### config.mk
export PLATFORM = sky130hd
export DESIGN_NAME = vend_ctrl_flat
export DESIGN_NICKNAME = d
export VERILOG_FILES = /design/src/rtl/vend_pkg.sv /design/src/rtl/vend_if.sv /design/src/rtl/vend_coin_dec.sv /design/src/rtl/vend_ctrl.sv /design/src/flat_wrapper.sv
export SDC_FILE = /design/constraint.sdc
export NUM_CORES = 1
export LEC_CHECK = 0
export ABC_AREA = 1
export BUFFER_PORTS_ARGS = -buffer_cell sky130_fd_sc_hd__buf_2
export CAP_MARGIN = 20
export CORE_MARGIN = 4
export CORE_UTILIZATION = 58
export DETAILED_ROUTE_END_ITERATION = 7
export GPL_TIMING_DRIVEN = 0
export PLACE_DENSITY = 0.82
export SLEW_MARGIN = 20
export SYNTH_ARGS = -nofsm -noshare
export SYNTH_HDL_FRONTEND = slang
export SYNTH_SLANG_ARGS = --single-unit
### constraint.sdc
create_clock -name clk -period 5.5 [get_ports clk]
set_input_delay 0.275 -clock clk [delete_from_list [all_inputs] [get_ports clk]]
set_output_delay 0.275 -clock clk [all_outputs]
set_load 0.005 [all_outputs]
### src/rtl/vend_pkg.sv
`default_nettype none
`timescale 1ns/1ps
// ============================================================================
// Module  : vend_pkg
// Purpose : Shared types and constants for the vending controller: FSM state
//           encoding, coin code values and a coin-code to value helper.
// Ports   : none (package)
// Rev     : 1.0  initial release
// ============================================================================
package vend_pkg;

  typedef enum logic [1:0] {
    ST_COLLECT = 2'd0,
    ST_VEND    = 2'd1,
    ST_CHANGE  = 2'd2
  } state_t;

  localparam logic [1:0] c_code_v0  = 2'b00;
  localparam logic [1:0] c_code_v1  = 2'b01;
  localparam logic [1:0] c_code_v2  = 2'b10;
  localparam logic [1:0] c_code_bad = 2'b11;

  // Unit value of a coin code; the invalid code is worth nothing.
  function automatic int unsigned coin_value(input logic [1:0] code,
                                             input int unsigned v0,
                                             input int unsigned v1,
                                             input int unsigned v2);
    case (code)
      c_code_v0: return v0;
      c_code_v1: return v1;
      c_code_v2: return v2;
      default:   return 0;
    endcase
  endfunction

endpackage
`default_nettype wire

### src/rtl/vend_if.sv
`default_nettype none
`timescale 1ns/1ps
// ============================================================================
// Module  : vend_if
// Purpose : Bundle between coin-validator front end / actuators (master) and
//           the vending controller (slave).
// Ports   : coin_valid, coin_code, cancel          master -> slave
//           coin_accept, coin_reject, vend,
//           change_pulse, busy, credit              slave  -> master
// Rev     : 1.0  initial release
// ============================================================================
interface vend_if #(
  parameter int CREDIT_W = 4
);
  logic                coin_valid;
  logic [1:0]          coin_code;
  logic                cancel;
  logic                coin_accept;
  logic                coin_reject;
  logic                vend;
  logic                change_pulse;
  logic                busy;
  logic [CREDIT_W-1:0] credit;

  modport master (
    output coin_valid, coin_code, cancel,
    input  coin_accept, coin_reject, vend, change_pulse, busy, credit
  );

  modport slave (
    input  coin_valid, coin_code, cancel,
    output coin_accept, coin_reject, vend, change_pulse, busy, credit
  );
endinterface
`default_nettype wire

### src/rtl/vend_coin_dec.sv
`default_nettype none
`timescale 1ns/1ps
// ============================================================================
// Module  : vend_coin_dec
// Purpose : Combinational coin decoder: denomination code -> unit value plus
//           a validity flag. Code 2'b11 is never valid.
// Ports   : i_code   in  2         denomination code
//           o_value  out CREDIT_W  coin value (0 when invalid)
//           o_valid  out 1         code is a legal denomination
// Rev     : 1.0  initial release
// ============================================================================
module vend_coin_dec
  import vend_pkg::*;
#(
  parameter int CREDIT_W = 4,
  parameter int VAL0     = 1,
  parameter int VAL1     = 2,
  parameter int VAL2     = 5
) (
  input  wire logic [1:0]          i_code,
  output logic      [CREDIT_W-1:0] o_value,
  output logic                     o_valid
);

  always_comb begin
    o_value = CREDIT_W'(coin_value(i_code, VAL0, VAL1, VAL2));
    o_valid = (i_code != c_code_bad);
  end

endmodule
`default_nettype wire

### src/rtl/vend_ctrl.sv
`default_nettype none
`timescale 1ns/1ps
// ============================================================================
// Module  : vend_ctrl
// Purpose : Parametrised vending controller. Accumulates coin credit, issues a
//           single vend pulse at PRICE and pays back change / refunds one
//           unit per cycle.
// Ports   : clk    in  1      rising-edge clock
//           rst_n  in  1      asynchronous active-low reset
//           bus    slave      coin_valid/coin_code/cancel in;
//                             coin_accept/coin_reject/vend/change_pulse/
//                             busy/credit out (all registered or Moore)
// Rev     : 1.0  initial release
// ============================================================================
module vend_ctrl
  import vend_pkg::*;
#(
  parameter int PRICE      = 5,
  parameter int MAX_CREDIT = 9,
  parameter int CREDIT_W   = 4,
  parameter int VAL0       = 1,
  parameter int VAL1       = 2,
  parameter int VAL2       = 5
) (
  input  wire logic clk,
  input  wire logic rst_n,
  vend_if.slave     bus
);

  localparam logic [CREDIT_W:0]   c_max_credit = (CREDIT_W+1)'(MAX_CREDIT);
  localparam logic [CREDIT_W-1:0] c_price      = CREDIT_W'(PRICE);

  state_t              r_state;
  state_t              w_state_nxt;
  logic [CREDIT_W-1:0] r_credit;
  logic [CREDIT_W-1:0] w_credit_nxt;
  logic                r_accept;
  logic                r_reject;
  logic                w_accept_nxt;
  logic                w_reject_nxt;
  logic [CREDIT_W-1:0] w_coin_val;
  logic                w_coin_ok;
  logic [CREDIT_W:0]   w_sum;

  vend_coin_dec #(
    .CREDIT_W (CREDIT_W),
    .VAL0     (VAL0),
    .VAL1     (VAL1),
    .VAL2     (VAL2)
  ) u_coin_dec (
    .i_code  (bus.coin_code),
    .o_value (w_coin_val),
    .o_valid (w_coin_ok)
  );

  // One extra bit so the overflow test cannot wrap.
  assign w_sum = {1'b0, r_credit} + {1'b0, w_coin_val};

  always_ff @(posedge clk or negedge rst_n) begin
    if (!rst_n) begin
      r_state  <= ST_COLLECT;
      r_credit <= '0;
      r_accept <= 1'b0;
      r_reject <= 1'b0;
    end else begin
      r_state  <= w_state_nxt;
      r_credit <= w_credit_nxt;
      r_accept <= w_accept_nxt;
      r_reject <= w_reject_nxt;
    end
  end

  always_comb begin
    w_state_nxt  = r_state;
    w_credit_nxt = r_credit;
    w_accept_nxt = 1'b0;
    w_reject_nxt = 1'b0;
    case (r_state)
      ST_COLLECT: begin
        if (bus.cancel) begin
          // Cancel has priority: a coin arriving alongside it is refused.
          w_reject_nxt = bus.coin_valid;
          if (r_credit != '0) begin
            w_state_nxt = ST_CHANGE;
          end
        end else if (bus.coin_valid) begin
          if (w_coin_ok && (w_sum <= c_max_credit)) begin
            w_accept_nxt = 1'b1;
            w_credit_nxt = w_sum[CREDIT_W-1:0];
            if (w_sum >= {1'b0, c_price}) begin
              w_state_nxt = ST_VEND;
            end
          end else begin
            w_reject_nxt = 1'b1;
          end
        end
      end
      ST_VEND: begin
        w_reject_nxt = bus.coin_valid;
        w_credit_nxt = (r_credit >= c_price) ? (r_credit - c_price) : '0;
        // Any remainder, even one >= PRICE, is paid out rather than re-vended.
        w_state_nxt  = (w_credit_nxt != '0) ? ST_CHANGE : ST_COLLECT;
      end
      ST_CHANGE: begin
        w_reject_nxt = bus.coin_valid;
        if (r_credit > CREDIT_W'(1)) begin
          w_credit_nxt = r_credit - CREDIT_W'(1);
        end else begin
          w_credit_nxt = '0;
          w_state_nxt  = ST_COLLECT;
        end
      end
      default: begin
        w_credit_nxt = '0;
        w_state_nxt  = ST_COLLECT;
      end
    endcase
  end

  assign bus.coin_accept  = r_accept;
  assign bus.coin_reject  = r_reject;
  assign bus.vend         = (r_state == ST_VEND);
  assign bus.change_pulse = (r_state == ST_CHANGE);
  assign bus.busy         = (r_state != ST_COLLECT);
  assign bus.credit       = r_credit;

endmodule
`default_nettype wire

### src/flat_wrapper.sv
// flat-port wrapper written by rule: the top's interface ports become plain ports
module vend_ctrl_flat import vend_pkg::*;
#(
  parameter int PRICE      = 5,
  parameter int MAX_CREDIT = 9,
  parameter int CREDIT_W   = 4,
  parameter int VAL0       = 1,
  parameter int VAL1       = 2,
  parameter int VAL2       = 5
)
  (clk, rst_n, bus_coin_valid, bus_coin_code, bus_cancel, bus_coin_accept, bus_coin_reject, bus_vend, bus_change_pulse, bus_busy, bus_credit);
  vend_if #(.CREDIT_W(CREDIT_W)) bus_i ();
  input  wire logic clk;
  input  wire logic rst_n;
  input wire logic [$bits(bus_i.coin_valid)-1:0] bus_coin_valid;
  input wire logic [$bits(bus_i.coin_code)-1:0] bus_coin_code;
  input wire logic [$bits(bus_i.cancel)-1:0] bus_cancel;
  output wire logic [$bits(bus_i.coin_accept)-1:0] bus_coin_accept;
  output wire logic [$bits(bus_i.coin_reject)-1:0] bus_coin_reject;
  output wire logic [$bits(bus_i.vend)-1:0] bus_vend;
  output wire logic [$bits(bus_i.change_pulse)-1:0] bus_change_pulse;
  output wire logic [$bits(bus_i.busy)-1:0] bus_busy;
  output wire logic [$bits(bus_i.credit)-1:0] bus_credit;
  assign bus_i.coin_valid = bus_coin_valid;
  assign bus_i.coin_code = bus_coin_code;
  assign bus_i.cancel = bus_cancel;
  assign bus_coin_accept = bus_i.coin_accept;
  assign bus_coin_reject = bus_i.coin_reject;
  assign bus_vend = bus_i.vend;
  assign bus_change_pulse = bus_i.change_pulse;
  assign bus_busy = bus_i.busy;
  assign bus_credit = bus_i.credit;
  vend_ctrl #(.PRICE(PRICE), .MAX_CREDIT(MAX_CREDIT), .CREDIT_W(CREDIT_W), .VAL0(VAL0), .VAL1(VAL1), .VAL2(VAL2)) u_core (.clk(clk), .rst_n(rst_n), .bus(bus_i));
endmodule
==> results.md <==
- Area growth syn-to-layout: 14.26%
- Cells after Synth: 129
- Initial DRC Count: 11
- Critical Path Source: u_core.bus.credit[0]
- Crit path max fanout: 8
- Startpoint types: flip-flop
- Antenna fix cells: 0
- Most used cell, CP: nand2_1
- Wire per inst: 12.10 um
- Synthesis-stage register bit count: 8
- Port bufs: 14
- Vias/cell: 5.389
- Post-CTS Resized: 0
- Pin count of the biggest net entering global routing: 9
- Slowest-stage cell, CP: dfrtp_1
- WP data required: 5.64 ns
- Core Box Area: 0.001334 mm^2
- Design Area, Final: 972.2 um^2
- Via count: 873
- Post-synthesis cell type count: 22
- RSZ-0062 raised after global routing: no
- HPWL after DPL: 1660 um
- WL final: 1961 um
- Gate power share: 0.711
- Pins Over Slew Limit: 0
- Root buf cell: clkbuf_4
- Setup TNS: 0 ns
- Synth area leaders: dfrtp_1, nand2_1, ha_1
- Commonest non-fill, non-tap cell in the layout: nand2_1
- Detail Route Antenna Nets: 0
- R2R Setup Slk: 3.41 ns
- Cell taking the most area after synthesis: dfrtp_1
- P per Cell Area: 549.3 mW/mm^2
- Boundary Pins: 15
- Outcome: complete, no violations
- Tcrit/Tclk final: 0.3801
- Mapped Area: 850.8 um^2
- Slew HR: 0.8243
- Die Y: 46.30 um
- Final hold vios: 0
- CTS Sinks: 8
- Share of layout cells above drive strength 1: 0.1837
- TritonCTS clock tree: done
- GRT Util Overall: 0.2252
- CP delay by family, top: simple AND/OR/NAND/NOR gates
- Reg2Reg Depth: 13
- Clock latency on the worst-skew pair: 0.26 ns
- Clk_skew: 0.003654 ns
- Die ar.: 0.002144 mm^2
- First-pass GRT wire length: 3394 um
- Max incr delay on CP: 0.47 ns
- Placed inst area: 939.7 um^2
- Gr ovfl total: 0
- Synth warn: 0
- Sequential power share: 0.206
- Final nets: 166
- Internal Power: 254.4 uW
- Initial antenna violation count: 0
- NetSw: 279.7 uW
- Max Cap Viol: 0
- Hold path cells: 3
- Number of global-route vias before repair: 854
- Clock share of power: 0.084
- Worst flop-to-flop path endpoint: u_core.bus.credit[0]
- Arrival @ worst endpoint: 2.23 ns
- Yosys top cell area share: 0.2353
- Global placement routability congestion: 0.8413
- Minimum clock period: 2.091 ns
- Initial core utilization: 0.6379
- CP Class: flip-flop to flip-flop
- Row cnt: 13
- Max clock buf depth: 2
- H-tree Lvls: 1
- WP buf/inv: 2
- Final setup fails: 0
- Leakage: 0.0005596 uW
- Worst-Margin Slew: 0.2608 ns
- WP depth: 13
- Reg-to-Reg Start: u_core.bus.credit[0]
- Worst path cell trace: ha_1 > inv_1 > fa_1 > inv_1 > nand2_1 > nand2_1 > nand2_1 > nand3_2 > nand2_2 > nand2_2 > nand3_2 > nand2_1 > o21ai_1
- FILL cells: 132
- Most frequent cells in the layout: nand2_1, inv_1, nor2_1, buf_2
- Critical Path End Type: flip-flop
- End of the critical path: u_core.bus.credit[0]
- Switching share of power: 0.5237
- Maximum vdd drop: 0.0002797 V
- Clk pin slew, worst setup/hold paths: 0.05 ns
- DRC: 0
- Die width: 46.30 um
- CTS Buf Count: 3
- F_max: 478.3 MHz
- Sequential area share after synthesis: 0.2353
- Syn_area_per_cell: 6.595 um^2
- Hold Crit Class: input port to flip-flop
- Synthesized Nets: 146
- Drt pass-1 iters: 4
per-layer routing:
metal  global-route usage  wire, um
met5                    0         0
met4              0.05682        30
met3              0.07813        80
met2               0.4011       964
met1               0.2518       886
worst min path at each step:
stage                         startpoint                     end  slack (ns)
after floorplan                    rst_n  u_core.bus.coin_accept       -0.02
after global placement             rst_n    u_core.bus.credit[3]        0.12
after detailed placement           rst_n    u_core.bus.credit[3]        0.12
after CTS                 bus_coin_valid  u_core.bus.coin_reject        0.26
after global routing      bus_coin_valid  u_core.bus.coin_reject        0.26
final                     bus_coin_valid  u_core.bus.coin_reject        0.27
kinds of logic (layout without fill, tap and decap cells):
logic type / count (synthesis) / after routing / share of synthesized area
simple gates: 73 / 73 / 0.3794
buf+inv: 21 / 39 / 0.1015
compound gates: 14 / 14 / 0.09264
fa+ha+maj: 11 / 11 / 0.1706
flops: 8 / 8 / 0.2353
xor+xnor: 2 / 2 / 0.02059
flip-flops by register name, summed over array words and instances, names as in the netlist:
| name | cells |
|---|---|
| u_core.r_state | 2 |
| u_core.bus.coin_reject | 1 |
| u_core.bus.coin_accept | 1 |
| u_core.bus.credit | 4 |
synthesized netlist by cell type:
library cell	n
nand2_1	38
inv_1	17
nor2_1	14
ha_1	10
nand3_1	10
dfrtp_1	8
o21ai_0	5
o21ai_1	5
inv_2	3
nand4_1	3
nand2_2	2
nand3_2	2
or2_1	2
xor2_1	2
a21oi_1	1
a21oi_2	1
buf_6	1
fa_1	1
nand3b_1	1
nor2b_1	1
o21ai_2	1
o22ai_1	1
layout make-up:
type	count	area [um^2]	area share
multi-input combinational	100	564.3	0.5804
sequential	8	200.2	0.2059
timing repair buffer	15	80.08	0.08237
inverter	20	75.07	0.07722
clock buffer	3	22.52	0.02317
tap	15	18.77	0.01931
buffer	1	11.26	0.01158
power by group through the flow:
stage                     clock network, uW  logic (uW)  registers (uW)
after global placement                    0         365             110
after detailed placement                  0         378             110
final                                  44.7         380             110
after CTS                              46.4         382             110
after global routing                   51.6         434             112
after floorplan                           0         282             106
metrics by stage:
stage | power, uW | std cells | utilization | worst slack (ns) | hold slack (ns)
floorplan | 388.0 | 129 | - | 3.669 | -0.02059
global placement | 474.9 | 158 | 0.7045 | 3.480 | 0.1157
detailed placement | 488.4 | 158 | 0.7045 | 3.422 | 0.1215
CTS | 537.8 | 162 | 0.7289 | 3.421 | 0.2565
global route | 597.7 | 162 | 0.7289 | 3.237 | 0.2619
finish | 534.0 | 162 | 0.7289 | 3.409 | 0.2675
worst min-delay path, stage by stage:
cell,delay [ns]
buf_2,0.11
nand2_1,0.06
a21oi_1,0.04
repair_timing:
action | in CTS | in global routing
hold endpoints to repair | 8 | 0
hold buffers | 1 | 0
setup buffers | 0 | 0
Power figures use the tool's default switching activity.
